<file path="src/rtl/accum_core_if.sv">
// Board-side bundle for accum_core: program load, run request,
// I/O ports and status outputs.
interface accum_core_if #(
   parameter int DW = 8,
   parameter int AW = 4
);
   logic            prog_we;
   logic [AW-1:0]   prog_addr;
   logic [AW+3:0]   prog_data;
   logic            run;
   logic [DW-1:0]   portin;
   logic [DW-1:0]   portout;
   logic [AW-1:0]   pc;
   logic            busy;
   logic            halted;
   logic            zflag;
   logic            cflag;

   modport master (
      output prog_we, prog_addr, prog_data, run, portin,
      input  portout, pc, busy, halted, zflag, cflag
   );

   modport slave (
      input  prog_we, prog_addr, prog_data, run, portin,
      output portout, pc, busy, halted, zflag, cflag
   );
endinterface

</file>
<file path="src/rtl/accum_core.sv">
// Accumulator core: 16-opcode ISA, two-cycle fetch/execute,
// loadable program memory and local data memory.
module accum_core #(
   parameter int DW = 8,
   parameter int AW = 4
) (
   input logic         clk,
   input logic         PC_reset,
   accum_core_if.slave bus
);
   localparam int IW    = AW + 4;
   localparam int DEPTH = 1 << AW;

   typedef enum logic [1:0] {
      IDLE,
      FETCH,
      EXEC,
      HALT
   } state_t;

   state_t        state_q, state_d;
   logic [AW-1:0] pc_q, pc_d;
   logic [IW-1:0] ir_q, ir_d;
   logic [DW-1:0] y_q, y_d;
   logic [DW-1:0] y1_q, y1_d;
   logic [DW-1:0] out_q, out_d;
   logic          z_q, z_d;
   logic          c_q, c_d;
   logic          busy_q, busy_d;
   logic          halt_q, halt_d;

   logic [IW-1:0] pm [DEPTH];
   logic [DW-1:0] dm [DEPTH];

   logic [3:0]    op;
   logic [AW-1:0] a;
   logic [DW-1:0] imm;
   logic [DW-1:0] dm_rd;
   logic [DW:0]   sum;
   logic [DW:0]   dif;
   logic          pm_we;
   logic          dm_we;
   logic          set_z;

   assign op    = ir_q[IW-1:AW];
   assign a     = ir_q[AW-1:0];
   assign imm   = DW'(a);
   assign dm_rd = dm[a];
   assign sum   = {1'b0, y_q} + {1'b0, y1_q};
   // top bit of the widened difference is the borrow (Y1 > Y)
   assign dif   = {1'b0, y_q} - {1'b0, y1_q};

   always_comb begin
      state_d = state_q;
      pc_d    = pc_q;
      ir_d    = ir_q;
      y_d     = y_q;
      y1_d    = y1_q;
      out_d   = out_q;
      z_d     = z_q;
      c_d     = c_q;
      pm_we   = 1'b0;
      dm_we   = 1'b0;
      set_z   = 1'b0;
      unique case (state_q)
         IDLE, HALT: begin
            pm_we = bus.prog_we;
            if (bus.run) begin
               state_d = FETCH;
               pc_d    = '0;
            end
         end
         FETCH: begin
            ir_d    = pm[pc_q];
            pc_d    = pc_q + AW'(1);
            state_d = EXEC;
         end
         EXEC: begin
            state_d = FETCH;
            case (op)
               4'h0: begin
                  y_d   = sum[DW-1:0];
                  c_d   = sum[DW];
                  set_z = 1'b1;
               end
               4'h1: begin
                  y_d   = dif[DW-1:0];
                  c_d   = dif[DW];
                  set_z = 1'b1;
               end
               4'h2: begin
                  y_d   = y_q & y1_q;
                  set_z = 1'b1;
               end
               4'h3: begin
                  y_d   = y_q | y1_q;
                  set_z = 1'b1;
               end
               4'h4: begin
                  y_d   = dm_rd;
                  set_z = 1'b1;
               end
               4'h5: dm_we = 1'b1;
               4'h6: begin
                  y_d   = imm;
                  set_z = 1'b1;
               end
               4'h7: out_d = y_q;
               4'h8: y1_d = y_q;
               4'h9: pc_d = a;
               4'hA: if (z_q) pc_d = a;
               4'hB: if (c_q) pc_d = a;
               4'hC: begin
                  y_d   = bus.portin;
                  set_z = 1'b1;
               end
               4'hD: begin
                  y_d   = y_q ^ y1_q;
                  set_z = 1'b1;
               end
               4'hF: state_d = HALT;
               default: ;
            endcase
         end
         default: state_d = IDLE;
      endcase
      if (set_z) z_d = (y_d == '0);
      busy_d = (state_d == FETCH) || (state_d == EXEC);
      halt_d = (state_d == HALT);
   end

   always_ff @(posedge clk or posedge PC_reset) begin
      if (PC_reset) begin
         state_q <= IDLE;
         pc_q    <= '0;
         ir_q    <= '0;
         y_q     <= '0;
         y1_q    <= '0;
         out_q   <= '0;
         z_q     <= 1'b0;
         c_q     <= 1'b0;
         busy_q  <= 1'b0;
         halt_q  <= 1'b0;
      end else begin
         state_q <= state_d;
         pc_q    <= pc_d;
         ir_q    <= ir_d;
         y_q     <= y_d;
         y1_q    <= y1_d;
         out_q   <= out_d;
         z_q     <= z_d;
         c_q     <= c_d;
         busy_q  <= busy_d;
         halt_q  <= halt_d;
      end
   end

   // memories keep their contents across reset
   always_ff @(posedge clk) begin
      if (pm_we) pm[bus.prog_addr] <= bus.prog_data;
      if (dm_we) dm[a] <= y_q;
   end

   assign bus.portout = out_q;
   assign bus.pc      = pc_q;
   assign bus.busy    = busy_q;
   assign bus.halted  = halt_q;
   assign bus.zflag   = z_q;
   assign bus.cflag   = c_q;
endmodule

</file>
<file path="src/flat_wrapper.sv">
// flat-port wrapper written by rule: the top's interface ports become plain ports
module accum_core_flat 
#(
   parameter int DW = 8,
   parameter int AW = 4
)
  (clk, PC_reset, bus_prog_we, bus_prog_addr, bus_prog_data, bus_run, bus_portin, bus_portout, bus_pc, bus_busy, bus_halted, bus_zflag, bus_cflag);
  accum_core_if #(.DW(DW), .AW(AW)) bus_i ();
  input logic clk;
  input logic PC_reset;
  input wire logic [$bits(bus_i.prog_we)-1:0] bus_prog_we;
  input wire logic [$bits(bus_i.prog_addr)-1:0] bus_prog_addr;
  input wire logic [$bits(bus_i.prog_data)-1:0] bus_prog_data;
  input wire logic [$bits(bus_i.run)-1:0] bus_run;
  input wire logic [$bits(bus_i.portin)-1:0] bus_portin;
  output wire logic [$bits(bus_i.portout)-1:0] bus_portout;
  output wire logic [$bits(bus_i.pc)-1:0] bus_pc;
  output wire logic [$bits(bus_i.busy)-1:0] bus_busy;
  output wire logic [$bits(bus_i.halted)-1:0] bus_halted;
  output wire logic [$bits(bus_i.zflag)-1:0] bus_zflag;
  output wire logic [$bits(bus_i.cflag)-1:0] bus_cflag;
  assign bus_i.prog_we = bus_prog_we;
  assign bus_i.prog_addr = bus_prog_addr;
  assign bus_i.prog_data = bus_prog_data;
  assign bus_i.run = bus_run;
  assign bus_i.portin = bus_portin;
  assign bus_portout = bus_i.portout;
  assign bus_pc = bus_i.pc;
  assign bus_busy = bus_i.busy;
  assign bus_halted = bus_i.halted;
  assign bus_zflag = bus_i.zflag;
  assign bus_cflag = bus_i.cflag;
  accum_core #(.DW(DW), .AW(AW)) u_core (.clk(clk), .PC_reset(PC_reset), .bus(bus_i));
endmodule
</file>
<file path="config.mk">
export PLATFORM = sky130hd
export DESIGN_NAME = accum_core_flat
export DESIGN_NICKNAME = d
export VERILOG_FILES = /design/src/rtl/accum_core_if.sv /design/src/rtl/accum_core.sv /design/src/flat_wrapper.sv
export SDC_FILE = /design/constraint.sdc
export NUM_CORES = 1
export LEC_CHECK = 0
export BUFFER_PORTS_ARGS = -buffer_cell sky130_fd_sc_hd__buf_4
export CAP_MARGIN = 20
export CORE_MARGIN = 5
export CORE_UTILIZATION = 67
export CTS_CLUSTER_DIAMETER = 30
export DETAILED_ROUTE_END_ITERATION = 8
export HOLD_SLACK_MARGIN = 0.02
export PLACE_DENSITY = 0.85
export SYNTH_ARGS = -nofsm -noshare
export SYNTH_HDL_FRONTEND = slang
export SYNTH_SLANG_ARGS = --single-unit
export TNS_END_PERCENT = 10
</file>
<file path="constraint.sdc">
create_clock -name clk -period 5.4 [get_ports clk]
set_input_delay 0.54 -clock clk [delete_from_list [all_inputs] [get_ports clk]]
set_output_delay 0.54 -clock clk [all_outputs]
set_load 0.02 [all_outputs]
</file>
==> results by stage <==
Floorplanning:
- The die area is 22200 um2.
- The number of placement rows is 50.
- The horizontal die dimension is 149 um.
- The area of the core region is 18900 um2.
- The number of top-level design ports is 40.
- The initial standard-cell utilization of the core is 0.685.
- Measured along the y axis, the die boundary spans 149 um.

Power:
- The relative contribution of sequential cells to total power is 0.373.
- Summed over all cells, the static leakage comes to 5.36 nW.
- Of the total power, the share spent switching nets is 0.345.
- The net switching power is 3.05 mW.
- The share of total power dissipated in combinational logic is 0.284.
- The design internal power is 5.80 mW.
- Dividing total power by cell area gives a power density of 582 nW/um2.
- The clock network fraction of total power is 0.343.
- Across the VDD grid, the largest voltage drop is 342 uV.

Setup path:
- STA classifies the critical path startpoint as a flop.
- At the worst endpoint, the arrival time is 4.04 ns.
- The critical path goes through inv_1, ha_1, o21ba_2, or4_4, a41oi_1, a2bb2oi_1, o32a_1, or4_4, o31ai_2.
- The cell that appears most often on the critical path is or4_4.
- The number of cells traversed by the worst register-to-register path is 9.
- For the worst setup path, the data required time is 5.84 ns.
- On the worst path, the slowest cell contributes a delay of 0.78 ns.
- Of all nets on the critical path, the largest fanout is 22.
- The largest individual stage delay along the critical path comes from the cell dfrtp_1.
- The critical path in this run is classified as flop to flop.
- STA classifies the critical path endpoint as a flop.
- The cell family contributing the most delay on the critical path is compound AO/OA/AOI/OAI gates.
- The number of stages on the worst setup path is 9.
- Counting both buffers and inverters, the worst setup path holds a total of 1.

Placed design:
- Input and output buffers added on the ports amount to 39.
- Detailed placement finished with a half-perimeter wire length of 19.7 mm.
- Routability-driven placement finished with a final weighted congestion of 0.967.

Timing:
- The number of setup violations in the final report is 0.
- The number of hold-slack violations in the final timing report came to 0.
- The worst slack on hold paths is 0.236 ns.
- The maximum clock skew at final layout is 0.0291 ns.
- The total negative setup slack is 0 ns.
- Measured against its own limit, the worst slew margin works out to 0.261.
- At the pin with the least slew margin, the transition time is 1.09 ns.
- Based on the critical path, the design can be clocked at up to 278 MHz.
- The clock period could shrink to 3.60 ns.
- Setup repair after global routing left no endpoint under its margin.
- The count of pins over their slew limit was 0.
- The portion of the clock cycle consumed by the worst path in the final layout is 0.666.

Routing:
- Dividing the detail-routed wire length by the instance count gives 27.5 um.
- The first detailed-routing pass ran for 5 iterations.
- Dividing the detail-routed via count by the number of cells gives 6.80.
- In this run, the number of DRC markers left after iteration 0 of detailed routing was 1333.
- The count of nets left with antenna violations once routing finished came out at 0.
- The routed layout has 8001 vias.
- The overall routed net length is 32.4 mm.
- After detailed routing, the number of remaining DRC violations is 0.

Clock network:
- The clock latency at the later pin of the worst-skew pair is 0.56 ns.
- Counting every sink on the clock net gives 298.
- The number of buffers on the longest clock path is 3.
- The TritonCTS clock tree is done.
- The number of buffers created by CTS is 47.
- The number of gates resized after CTS was 0.
- The tree is rooted in a clkbuf_16.
- After clock tree synthesis, the clock-pin slew on the worst setup and hold paths is 0.05 ns.
- The H-tree level count is 2.

Global routing:
- The via count of the first global-routing pass came to 8201.
- The total overflow left after global routing is 0.
- The first-pass GRT wire length is 49.0 mm.
- The initial antenna violation count was 0.
- The pin count of the biggest net entering global routing is 43.
- The global routing usage summed across all routing layers is 0.298.

Synthesis:
- In this run the cell area of the synthesized design comes to 12900 um2.
- The share of the Yosys chip area taken by registers is 0.675.
- The cell count after synthesis came out at 814.
- A synthesized cell averages 15.9 um2.
- Among all flip-flop cells after synthesis, the most frequent one is edfxtp_1.
- The total nets after synthesis is 868.
- Yosys mapped a number of flops with a built-in enable equal to 256.
- For this run, the number of Yosys warnings is 0.
- The proportion of register bits with asynchronous set or reset after synthesis is 0.141.
- The number of unique standard cell types used by synthesis is 60.
- The number of register bits inferred by synthesis is 298.

Finish:
- Compared with the post-synthesis result, the final layout area differs by 17.4%.
- The multi-input gate area in the final layout is 3890 um2.
- Registers take 8740 um2.
- The number of fillers in the final layout is 938.
- After the last flow step, the layout net total stands at 932.
- The fraction of layout cells with a size suffix above 1 is 0.226.
- 0 antenna diodes ended up in the layout.

Flow run:
- Max-cap violations in this run came to 0.

Min path:
- The instance count along the most critical hold path is 2.
- The path type of the worst min-delay path is input pin to flop.

Status:
- The run finished with clean final reports.
[flip-flops by register name (all words and copies together), names as in the netlist, 2 cells and up]
signal,cells
u_core.bus.pc,4
u_core.bus.portout,8
u_core.dm,128
u_core.ir_q,8
u_core.pm,128
u_core.state_q,2
u_core.y1_q,8
u_core.y_q,8
[final timing paths]
kind | start | slack [ns] | endpoint
worst max-delay path | u_core.y_q[1] | 1.80 | u_core.bus.zflag
worst min-delay path | bus_run | 0.24 | u_core.state_q[1]
worst max register to register | u_core.y_q[1] | 1.80 | u_core.bus.zflag
worst min register to register | u_core.y1_q[2] | 0.53 | u_core.y1_q[2]
max in group asynchronous | PC_reset | 4.50 | u_core.bus.pc[0]
min in group asynchronous | PC_reset | 0.42 | u_core.bus.portout[2]
[routing by layer]
layer,wire length (um),global-route usage,share of wire
met4,969,0.102,0.030
met1,12200,0.426,0.38
met3,3880,0.0735,0.12
met5,0,0,0
met2,15400,0.458,0.47
[worst register-to-register path, cell delays in order, from the launching register on]
cell       delay [ns]
dfrtp_1          0.78
inv_1            0.24
ha_1             0.37
o21ba_2          0.23
or4_4            0.43
a41oi_1          0.23
a2bb2oi_1        0.09
o32a_1           0.33
or4_4            0.55
o31ai_2          0.25
[power groups by stage]
stage | registers [mW] | logic (mW) | clock network, mW
CTS | 3.35 | 2.36 | 3.05
detailed placement | 3.38 | 2.30 | 0
floorplan | 3.08 | 1.83 | 0
finish | 3.30 | 2.51 | 3.04
global placement | 3.35 | 2.22 | 0
global route | 3.33 | 2.69 | 3.17
[placed cells by master, fill, tap and decap left out, drive strengths merged, types with 4 or more instances in the layout]
| master | count |
|---|---|
| nor4 | 5 |
| o221ai | 16 |
| mux2 | 15 |
| o21ai | 28 |
| nor3 | 14 |
| inv | 44 |
| a31oi | 5 |
| nand2 | 44 |
| clkbuf | 52 |
| mux2i | 48 |
| dfrtp | 42 |
| mux4 | 48 |
| a22oi | 11 |
| clkinvlp | 6 |
| edfxtp | 256 |
| o21bai | 4 |
| buf | 57 |
| a21oi | 22 |
| a22o | 6 |
| clkinv | 16 |
| nor2 | 47 |
| nand2b | 8 |
| bufinv | 5 |
| nor2b | 6 |
| nand3 | 4 |
| nand3b | 4 |
| ha | 28 |
| a221oi | 6 |
| o22ai | 13 |
[stage by stage]
step	instance area (um2)	utilization	total power, mW	std cells	setup WS (ns)
floorplan	12900	-	4.91	814	2.33
global placement	13500	0.713	5.57	1081	2.05
detailed placement	13500	0.714	5.68	1085	1.91
CTS	15100	0.800	8.76	1173	1.86
global route	15200	0.804	9.19	1177	1.62
finish	15200	0.804	8.85	1177	1.80
[cells by family after synthesis]
family | synth area share
XOR/XNOR | 0.00338
buffers and inverters | 0.0244
AO/OA/AOI/OAI | 0.0751
flip-flops | 0.675
AND/OR/NAND/NOR | 0.0569
adder cells (fa/ha/maj) | 0.0302
multiplexers | 0.135
[layout make-up]
| cell class | instances | share of cell area |
|---|---|---|
| flip-flops and latches | 298 | 0.575 |
| multi-input cells | 438 | 0.256 |
| clock buffers | 52 | 0.0799 |
| repair buffers | 58 | 0.0318 |
| clock inverters | 36 | 0.0270 |
| well taps | 260 | 0.0214 |
| inverters | 35 | 0.00864 |
[cells in the mapped netlist (all sizes together), types with 4 or more instances]
cell type	count	area, um2
a21oi	22	110
nand2b	8	50.1
nor2	47	176
nand3b	4	30.0
ha	28	350
nand2	44	165
inv	35	131
nand3	4	20.0
a221oi	6	52.6
o21bai	4	30.0
nor4	5	31.3
a22oi	11	82.6
edfxtp	256	7690
dfrtp	42	1050
a31oi	5	31.3
o21ai	28	140
a22o	6	52.6
nor3	14	70.1
mux2	15	169
o221ai	16	140
nor2b	6	37.5
o22ai	13	81.3
buf	16	82.6
clkbuf	27	101
mux2i	48	480
mux4	48	1100
[repair_timing]
item | in CTS | in global routing
hold buffers | 0 | 1
endpoints found under the hold margin | 0 | 4
buffers inserted | 0 | 0
No activity file was read; power rests on OpenSTA's default activity.
